==> config.mk <==
export PLATFORM = sky130hd
export DESIGN_NAME = record_tx_arbiter
export DESIGN_NICKNAME = d
export VERILOG_FILES = /design/src/rtl/record_tx_arbiter.sv
export SDC_FILE = /design/constraint.sdc
export NUM_CORES = 1
export LEC_CHECK = 0
export CAP_MARGIN = 20
export CORE_AREA = 2 2 308 310
export CTS_CLUSTER_SIZE = 16
export DETAILED_ROUTE_END_ITERATION = 6
export DIE_AREA = 0 0 310 312
export GPL_ROUTABILITY_DRIVEN = 0
export HOLD_SLACK_MARGIN = 0.06
export PLACE_DENSITY = 0.41
export SYNTH_ARGS = -nofsm -noshare
export SYNTH_HDL_FRONTEND = slang
export SYNTH_SLANG_ARGS = --single-unit
==> constraint.sdc <==
create_clock -name clk -period 2.1 [get_ports clk]
set_input_delay 0.42 -clock clk [delete_from_list [all_inputs] [get_ports clk]]
set_output_delay 0.42 -clock clk [all_outputs]
set_load 0.01 [all_outputs]
==> src/rtl/record_tx_arbiter.sv <==
// Round-robin arbiter draining N record FIFOs into one UART serializer.
// Each record is framed as {8'h0A, source index, record} and sent with a one-cycle trigger.
module record_tx_arbiter #(
    parameter int N_SOURCES      = 4,
    parameter int RECORD_WIDTH   = 144,
    parameter int TIMEOUT_CYCLES = 1048576
) (
    input  logic                              clk,
    input  logic                              reset,
    input  logic                              enable,
    input  logic [N_SOURCES-1:0]              src_empty,
    input  logic [N_SOURCES*RECORD_WIDTH-1:0] src_data,
    output logic [N_SOURCES-1:0]              src_rdnext,
    output logic [RECORD_WIDTH+15:0]          tx_data,
    output logic                              tx_send,
    input  logic                              tx_done,
    output logic                              busy,
    output logic [7:0]                        grant_id,
    output logic [31:0]                       records_sent,
    output logic                              tx_timeout
);

    localparam int IDX_W = $clog2(N_SOURCES);
    localparam int SUM_W = IDX_W + 1;
    localparam int TMO_W = (TIMEOUT_CYCLES > 1) ? $clog2(TIMEOUT_CYCLES) : 1;
    localparam logic [TMO_W-1:0]     TMO_LAST   = TMO_W'(TIMEOUT_CYCLES - 1);
    localparam logic [N_SOURCES-1:0] ONE_HOT0   = N_SOURCES'(1);
    localparam logic [7:0]           FRAME_MARK = 8'h0A;

    typedef enum logic [2:0] {
        ST_IDLE  = 3'd0,
        ST_READ  = 3'd1,
        ST_LATCH = 3'd2,
        ST_SEND  = 3'd3,
        ST_WAIT  = 3'd4
    } state_t;

    state_t                    state_r;
    state_t                    state_s;
    logic                      do_grant_s;
    logic                      done_ok_s;
    logic                      tmo_hit_s;
    logic [SUM_W-1:0]          cand_s;
    logic                      hit_s;
    logic [IDX_W-1:0]          pick_idx_s;
    logic                      pick_found_s;

    logic [IDX_W-1:0]          last_grant_r;
    logic [N_SOURCES-1:0]      src_rdnext_r;
    logic [RECORD_WIDTH+15:0]  tx_data_r;
    logic                      tx_send_r;
    logic                      busy_r;
    logic [7:0]                grant_id_r;
    logic [31:0]               records_sent_r;
    logic                      tx_timeout_r;
    logic [TMO_W-1:0]          tmo_cnt_r;

    // Round-robin search: first non-empty source after last_grant_r, wrapping
    always_comb begin
        cand_s       = '0;
        hit_s        = 1'b0;
        pick_idx_s   = '0;
        pick_found_s = 1'b0;
        for (int off = 1; off <= N_SOURCES; off++) begin
            cand_s       = SUM_W'(last_grant_r) + SUM_W'(off);
            cand_s       = (cand_s >= SUM_W'(N_SOURCES)) ? cand_s - SUM_W'(N_SOURCES) : cand_s;
            hit_s        = !pick_found_s && !src_empty[cand_s[IDX_W-1:0]];
            pick_idx_s   = hit_s ? cand_s[IDX_W-1:0] : pick_idx_s;
            pick_found_s = pick_found_s | hit_s;
        end
    end

    // Next-state decode and transfer events
    always_comb begin
        state_s    = state_r;
        do_grant_s = 1'b0;
        done_ok_s  = 1'b0;
        tmo_hit_s  = 1'b0;
        case (state_r)
            ST_IDLE: begin
                if (enable && pick_found_s) begin
                    state_s    = ST_READ;
                    do_grant_s = 1'b1;
                end else begin
                    state_s = ST_IDLE;
                end
            end
            ST_READ:  state_s = ST_LATCH;
            ST_LATCH: state_s = ST_SEND;
            ST_SEND:  state_s = ST_WAIT;
            ST_WAIT: begin
                // A completion on the last allowed cycle still counts as success
                if (tx_done) begin
                    state_s   = ST_IDLE;
                    done_ok_s = 1'b1;
                end else if (tmo_cnt_r == TMO_LAST) begin
                    state_s   = ST_IDLE;
                    tmo_hit_s = 1'b1;
                end else begin
                    state_s = ST_WAIT;
                end
            end
            default: state_s = ST_IDLE;
        endcase
    end

    // State register
    always_ff @(posedge clk) begin
        if (reset) begin
            state_r <= ST_IDLE;
        end else begin
            state_r <= state_s;
        end
    end

    // Registered outputs, round-robin pointer and WAIT timer
    always_ff @(posedge clk) begin
        if (reset) begin
            last_grant_r   <= IDX_W'(N_SOURCES - 1);
            src_rdnext_r   <= '0;
            tx_data_r      <= '0;
            tx_send_r      <= 1'b0;
            busy_r         <= 1'b0;
            grant_id_r     <= 8'd0;
            records_sent_r <= 32'd0;
            tx_timeout_r   <= 1'b0;
            tmo_cnt_r      <= '0;
        end else begin
            src_rdnext_r <= do_grant_s ? (ONE_HOT0 << pick_idx_s) : '0;
            tx_send_r    <= (state_r == ST_LATCH);
            busy_r       <= (state_s != ST_IDLE);
            tmo_cnt_r    <= (state_r == ST_WAIT) ? tmo_cnt_r + TMO_W'(1) : '0;
            if (do_grant_s) begin
                last_grant_r <= pick_idx_s;
                grant_id_r   <= 8'(pick_idx_s);
            end
            // FIFO q is valid the cycle after the read strobe
            if (state_r == ST_LATCH) begin
                tx_data_r <= {FRAME_MARK, grant_id_r,
                              src_data[int'(last_grant_r) * RECORD_WIDTH +: RECORD_WIDTH]};
            end
            if (done_ok_s) begin
                records_sent_r <= records_sent_r + 32'd1;
            end
            if (tmo_hit_s) begin
                tx_timeout_r <= 1'b1;
            end
        end
    end

    assign src_rdnext   = src_rdnext_r;
    assign tx_data      = tx_data_r;
    assign tx_send      = tx_send_r;
    assign busy         = busy_r;
    assign grant_id     = grant_id_r;
    assign records_sent = records_sent_r;
    assign tx_timeout   = tx_timeout_r;

endmodule

==> metrics.md, run 1 <==
| Metric | Value |
|---|---|
| Port bufs | `772` |
| Synth Instances | `roughly 1200` |
| Synth Register Bits | `213` |
| Worst path required time | `between 1.5 and 2 ns` |
| Die width | `approximately 310 um` |
| WL per Instance | `about 22 um` |
| Root buffer cell | `clkbuf_16` |
| Hold Path Class | `primary input to flop` |
| Slew Viols, Final | `0` |
| Synth Warn # | `0` |
| Total congestion overflow | `0` |
| Pin count of the biggest net entering global routing | `81` |
| Clk_skew | `roughly 0.012 ns` |
| First-pass GRT wire length | `roughly 96000 um` |
| Final WL | `around 71000 um` |
| Most common cell after layout, fill and taps aside | `clkdlybuf4s50_1` |
| CORE AREA | `93000 sq um` |
| Critical path arrival | `1.62 ns` |
| CP Max Fanout | `4` |
| TritonCTS clock tree | `built` |
| Placed cell count | `about 3200` |
| Clock-pin slew on the worst setup and hold paths | `0.06 ns` |
| Top delay family on crit path | `buffers and inverters` |
| Post-synthesis cell area | `between 10000 and 15000 sq um` |
| Crit path cell chain | `clkdlybuf4s50_1` |
| HPWL after DPL | `a little under 60000 um` |
| Die area | `roughly 97000 sq um` |
| Max H-tree Level | `1` |
| DP Area | `21100 sq um` |
| Setup CP Type | `flop to output port` |
| Layout cells sized above 1 | `around 14%` |
| Util after Layout | `a little under a quarter` |
| Count of cell types in the netlist | `between 40 and 50` |
| Initial Util | `roughly an eighth` |
| Simple-gate share of the synthesized area | `between 10% and 20%` |
| Buf+Inv Stages, Crit Path | `1` |
| Pwr/cell area | `approximately 610 nW/um^2` |
| Initial antenna violation count | `35` |
| Largest family of logic cells by synthesized area | `multiplexers` |
| Commonest non-fill, non-tap cells in the layout | `clkdlybuf4s50_1 (750), nand2_1 (310), dfxtp_1 (209)` |
| Vias/cell | `3.92` |
| Worst skew pair latency | `0.57 ns` |
| Sequential share of the synthesized area | `a little under two fifths` |
| Mean post-synth cell area | `9.77 sq um` |
| Vias in the first global route | `between 10000 and 15000` |
| Setup WS post-layout | `0.0601 ns` |
| Die span in y | `roughly 310 um` |
| EDFF count, synth | `0` |
| P&R area growth vs syn | `91.2%` |
| Design area | `between 20000 and 25000 sq um` |
| Top-level I/O count | `just under 800` |
| Setup crit end kind | `output port` |
| Area occupied by registers | `~4300 sq um` |
| Xor and xnor area share after synthesis | `roughly 1.6%` |
| Antenna-violating nets left | `0` |
| Crit path launch type | `flop` |
| Compound-Gate Fraction of Synth Area | `between 10% and 20%` |
| Ys flop type | `dfxtp_1` |
| Worst Max-Slew Pin Slew | `approximately 0.55 ns` |
| Sinks on Clock Net | `around 210` |
| Max-cap violations | `0` |
| CTS Hold Bufs | `0` |
| Post-synth ARST share | `0%` |
| Max Clk Rate | `490 MHz` |
| RSZ-0062 raised after global routing | `false` |
| Fill count | `between 10000 and 15000` |
| Via count | `between 10000 and 15000` |
| Drt pass-1 iters | `5` |
| Mux share of post-synthesis cell area | `28.3%` |
| Pre-CTS setup slack | `-0.0834 ns` |
| Overall routing resource usage | `between 10% and 20%` |
| Max clock buf depth | `3` |
| Area of the multi-input gates | `between 6000 and 7000 sq um` |
| Initial DRC Count | `718` |
| Final setup viols | `0` |
| Final Hold Fails | `0` |
| Outcome | `complete, no violations` |
| Minimum clock period | `roughly 2.0 ns` |
| Area share of fa/ha/maj cells after synthesis | `less than 1%` |
| DRC Markers | `0` |
| WHS | `between 0.3 and 0.4 ns` |
| CP max-delay cell | `clkdlybuf4s50_1` |
| Cell Rows | `~110` |
| Slew HR | `between 60% and 70%` |
| Max rail drop VDD | `0.593 mV` |
| TritonCTS Buffers | `29` |
| Final Non-Filler Cells | `approximately 3200` |
| Setup tns final | `0 ns` |
| Final net count | `between 2000 and 3000` |
| Final worst path period share | `97.1%` |
| Crit path largest cell delay | `between 0.6 and 0.7 ns` |
| Total Power | `~13 mW` |
| Leak Pwr | `~7.6 nW` |
power breakdown:
group | internal [mW] | total, mW | switching [mW]
Clock | 2.80 | 4.75 | 1.95
Combinational | 2.43 | 4.13 | 1.70
Sequential | 4.30 | 4.45 | 0.149
cells in the mapped netlist (17+ instances only):
cell	instances	area share (%)
nand2_1	311	10
nor2_1	37	1.2
nand3_1	17	0.74
buf_2	20	0.87
a21oi_1	179	7.8
buf_4	19	1.2
dfxtp_1	213	37
o31ai_1	18	1.2
mux4_2	144	28
or4_1	18	1.2
nand4_1	18	0.98
clkbuf_1	63	2.1
layout make-up:
class                   count  area share (%)
repair buffers            850            38.5
clock inverters             5           0.182
multi-input cells         858            30.6
well taps                1254            7.13
flip-flops and latches    213            19.4
inverters                   7           0.119
diodes                      6          0.0682
clock buffers              45            3.93
final timing paths:
kind,start,to,slack (ns),cells after the start
hold reg to reg,tmo_cnt_r[0],tmo_cnt_r[0],0.43,1
hold / removal,reset,tx_send,0.32,3
setup reg to reg,records_sent[5],records_sent[23],0.18,5
setup / recovery,records_sent[30],records_sent[30],0.06,1
routing by layer:
metal  track usage [%]  wire (um)
met2              24.0      34600
met1              16.5      28100
met3              4.81       6860
met4              2.70        984
met5                 0        132
cells by family (layout without fill, tap and decap cells):
| kind of cell | Yosys count | after routing |
|---|---|---|
| adder cells (fa/ha/maj) | 2 | 2 |
| other | 1 | 24 |
| buffers and inverters | 124 | 907 |
| multiplexers | 146 | 146 |
| flip-flops | 213 | 213 |
| AO/OA/AOI/OAI | 216 | 216 |
| XOR/XNOR | 21 | 21 |
| AND/OR/NAND/NOR | 455 | 455 |
registers in the layout, summed over array words and instances (netlist names):
name,flops
tx_timeout,1
tx_send,1
grant_id,2
tx_data,147
state_r,3
src_rdnext,4
busy,1
records_sent,32
tmo_cnt_r,20
last_grant_r,2
repair_timing:
item / in CTS / in global routing
endpoints found under the setup margin: 18 / 5
setup buffers: 0 / 0
gates resized for setup: 18 / 5
(Power assumes the default switching activity.)
==> run 2: changes to the inputs <==
--- a/config.mk
+++ b/config.mk
@@ -7,6 +7,7 @@
 export LEC_CHECK = 0
 export CAP_MARGIN = 20
 export CORE_AREA = 2 2 308 310
+export CTS_CLUSTER_DIAMETER = 60
 export CTS_CLUSTER_SIZE = 16
 export DETAILED_ROUTE_END_ITERATION = 6
 export DIE_AREA = 0 0 310 312
==> metrics.md, run 2 (same netlist as run 1, synthesis figures left out) <==
| Metric | Value |
|---|---|
| Outcome | `finished with violations (was complete, no violations)` |
| Failing checks | `design-rule violations` |
| Die span in y | `312 um (unchanged)` |
| HPWL after DPL | `59300 um (unchanged)` |
| Clock-pin slew on the worst setup and hold paths | `0.05 ns (was 0.06 ns)` |
| Crit path launch type | `flop (unchanged)` |
| Buf+Inv Stages, Crit Path | `1 (unchanged)` |
| Placed cell count | `3182 (unchanged)` |
| Largest register FFs | `147 (unchanged)` |
| TritonCTS clock tree | `built (unchanged)` |
| Setup crit end kind | `output port (unchanged)` |
| Crit path cell chain | `clkdlybuf4s50_1 (unchanged)` |
| Pre-CTS setup slack | `-0.0834 ns (unchanged)` |
| Die area | `96700 sq um (unchanged)` |
| Sequential power share | `32.3% (was 33.4%)` |
| Clock Power Share | `37.8% (was 35.7%)` |
| Slew Viols, Final | `0 (unchanged)` |
| CP max-delay cell | `clkdlybuf4s50_1 (unchanged)` |
| Setup crit end | `records_sent[30] (unchanged)` |
| Sw Share | `28.2% (was 28.5%)` |
| Overall routing resource usage | `13.8% (was 13.9%)` |
| Die width | `310 um (unchanged)` |
| Max Clk Rate | `494 MHz (was 490 MHz)` |
| Setup CP Type | `flop to output port (unchanged)` |
| Minimum clock period | `2.02 ns (was 2.04 ns)` |
| Total Power | `13.8 mW (was 13.3 mW)` |
| Setup WS post-layout | `0.0769 ns (was 0.0601 ns)` |
| Via count | `12800 (was 12700)` |
| RSZ-0062 raised after global routing | `false (unchanged)` |
| Max-cap violations | `0 (unchanged)` |
| Initial DRC Count | `677 (was 718)` |
| CP Max Fanout | `4 (unchanged)` |
| Total congestion overflow | `0 (unchanged)` |
| Layout cells sized above 1 | `14.6% (was 14.4%)` |
| Sinks on Clock Net | `213 (unchanged)` |
| Initial antenna violation count | `29 (was 35)` |
| Min-delay src | `reset (unchanged)` |
| Hold Path Class | `primary input to flop (unchanged)` |
| Antenna-violating nets left | `0 (unchanged)` |
| Top-level I/O count | `791 (unchanged)` |
| Crit path depth | `1 (unchanged)` |
| DRC Markers | `1 (was 0)` |
| Max clock buf depth | `3 (unchanged)` |
| First-pass GRT wire length | `96900 um (was 96200 um)` |
| Pwr/cell area | `622 nW/um^2 (was 605 nW/um^2)` |
| Leak Pwr | `7.77 nW (was 7.63 nW)` |
| DP Area | `21100 sq um (unchanged)` |
| CORE AREA | `93000 sq um (unchanged)` |
| Setup tns final | `0 ns (unchanged)` |
| Worst path required time | `1.68 ns (about the same)` |
| Comb pwr share | `29.9% (was 31.0%)` |
| Top delay family on crit path | `buffers and inverters (unchanged)` |
| TritonCTS Buffers | `30 (was 29)` |
| Pin count of the biggest net entering global routing | `81 (unchanged)` |
| Worst skew pair latency | `0.60 ns (was 0.57 ns)` |
| Fill count | `10100 (about the same)` |
| Initial Util | `12.4% (unchanged)` |
| Final worst path period share | `96.3% (was 97.1%)` |
| Critical Path Start | `records_sent[30] (unchanged)` |
| WL per Instance | `21.8 um (about the same)` |
| Final Non-Filler Cells | `3241 (was 3238)` |
| Max rail drop VDD | `0.610 mV (was 0.593 mV)` |
| R2R cell count | `5 (unchanged)` |
| Crit path largest cell delay | `0.63 ns (about the same)` |
| P&R area growth vs syn | `92.2% (was 91.2%)` |
| Worst reg2reg startpoint | `records_sent[6] (was records_sent[5])` |
| Vias/cell | `3.94 (was 3.92)` |
| Cell Rows | `112 (unchanged)` |
| Root buffer cell | `clkbuf_16 (unchanged)` |
| Post-CTS Setup Inserts | `0 (unchanged)` |
| Critical path arrival | `1.60 ns (was 1.62 ns)` |
| Final WL | `70600 um (was 70700 um)` |
| Final Hold Fails | `0 (unchanged)` |
| Commonest non-fill, non-tap cells in the layout | `clkdlybuf4s50_1 (745), nand2_1 (310), dfxtp_1 (208) (was clkdlybuf4s50_1 (750), nand2_1 (310), dfxtp_1 (209))` |
| Reg2reg setup slack | `0.19 ns (was 0.18 ns)` |
| Port bufs | `772 (unchanged)` |
| Most common cell after layout, fill and taps aside | `clkdlybuf4s50_1 (unchanged)` |
| Vias in the first global route | `13000 (was 12900)` |
| CTS Hold Bufs | `0 (unchanged)` |
| Final setup viols | `0 (unchanged)` |
| Max H-tree Level | `1 (unchanged)` |
| Reg2reg end | `records_sent[23] (unchanged)` |
| Design area | `22100 sq um (was 22000 sq um)` |
| Clk_skew | `0.0328 ns (was 0.0119 ns)` |
| Drt pass-1 iters | `7 (was 5)` |
| Net load switching power | `3.89 mW (was 3.79 mW)` |
| Int Power | `9.89 mW (was 9.53 mW)` |
| Final net count | `2546 (was 2545)` |
## run 2: how the worst min path moves through the flow
stage / endpoint / slack [ns] / depth (start not counted)
global route: tx_timeout / 0.32 / 4
floorplan: tmo_cnt_r[0] / 0.41 / 1
finish: tx_send / 0.32 / 3
detailed placement: tmo_cnt_r[0] / 0.43 / 1
CTS: tx_timeout / 0.27 / 4
global placement: tmo_cnt_r[0] / 0.42 / 1
## run 2: power by group through the flow
stage               Sequential [mW]  Clock, mW  Combinational, mW
floorplan                      4.61          0               1.68
global placement               4.53          0               4.20
detailed placement             4.54          0               4.21
CTS                            4.45       5.45               4.22
global route                   4.48       5.56               4.41
finish                         4.45       5.21               4.12
## run 2: per-layer routing
layer	global-route usage [%]	part of all wire, %
met1	16.7	40
met3	4.52	9.4
met2	24.2	49
met4	1.94	1.1
met5	0	0.17
## run 2: cell type report
class	count	area, sq um	area share [%]
Antenna cell	4	10.0	0.0452
Clock buffer	42	836	3.78
Clock inverter	13	178	0.803
Inverter	7	26.3	0.119
Multi-Input combinational cell	858	6750	30.5
Sequential cell	213	4280	19.3
Tap cell	1254	1570	7.09
Timing Repair Buffer	850	8490	38.4
## run 2: what timing repair did
| item | 4_1_cts | 5_1_grt |
|---|---|---|
| pin swaps | 0 | 0 |
| endpoints found under the hold margin | 0 | 0 |
| setup endpoints to repair | 19 | 10 |
| gates resized for setup | 19 | 10 |
## run 2: through the flow
stage                     utilization (%)  hold slack [ns]
after floorplan                         -            0.414
after global placement               22.7            0.425
after detailed placement             22.7            0.434
after CTS                            23.8            0.270
after global routing                 23.8            0.324
final                                23.8            0.318
## run 2: worst register-to-register path: stages (launching register included)
cell	delay [ns]
dfxtp_1	0.40
and4_1	0.27
nand4_2	0.38
buf_4	0.31
or3_1	0.34
a21oi_1	0.14
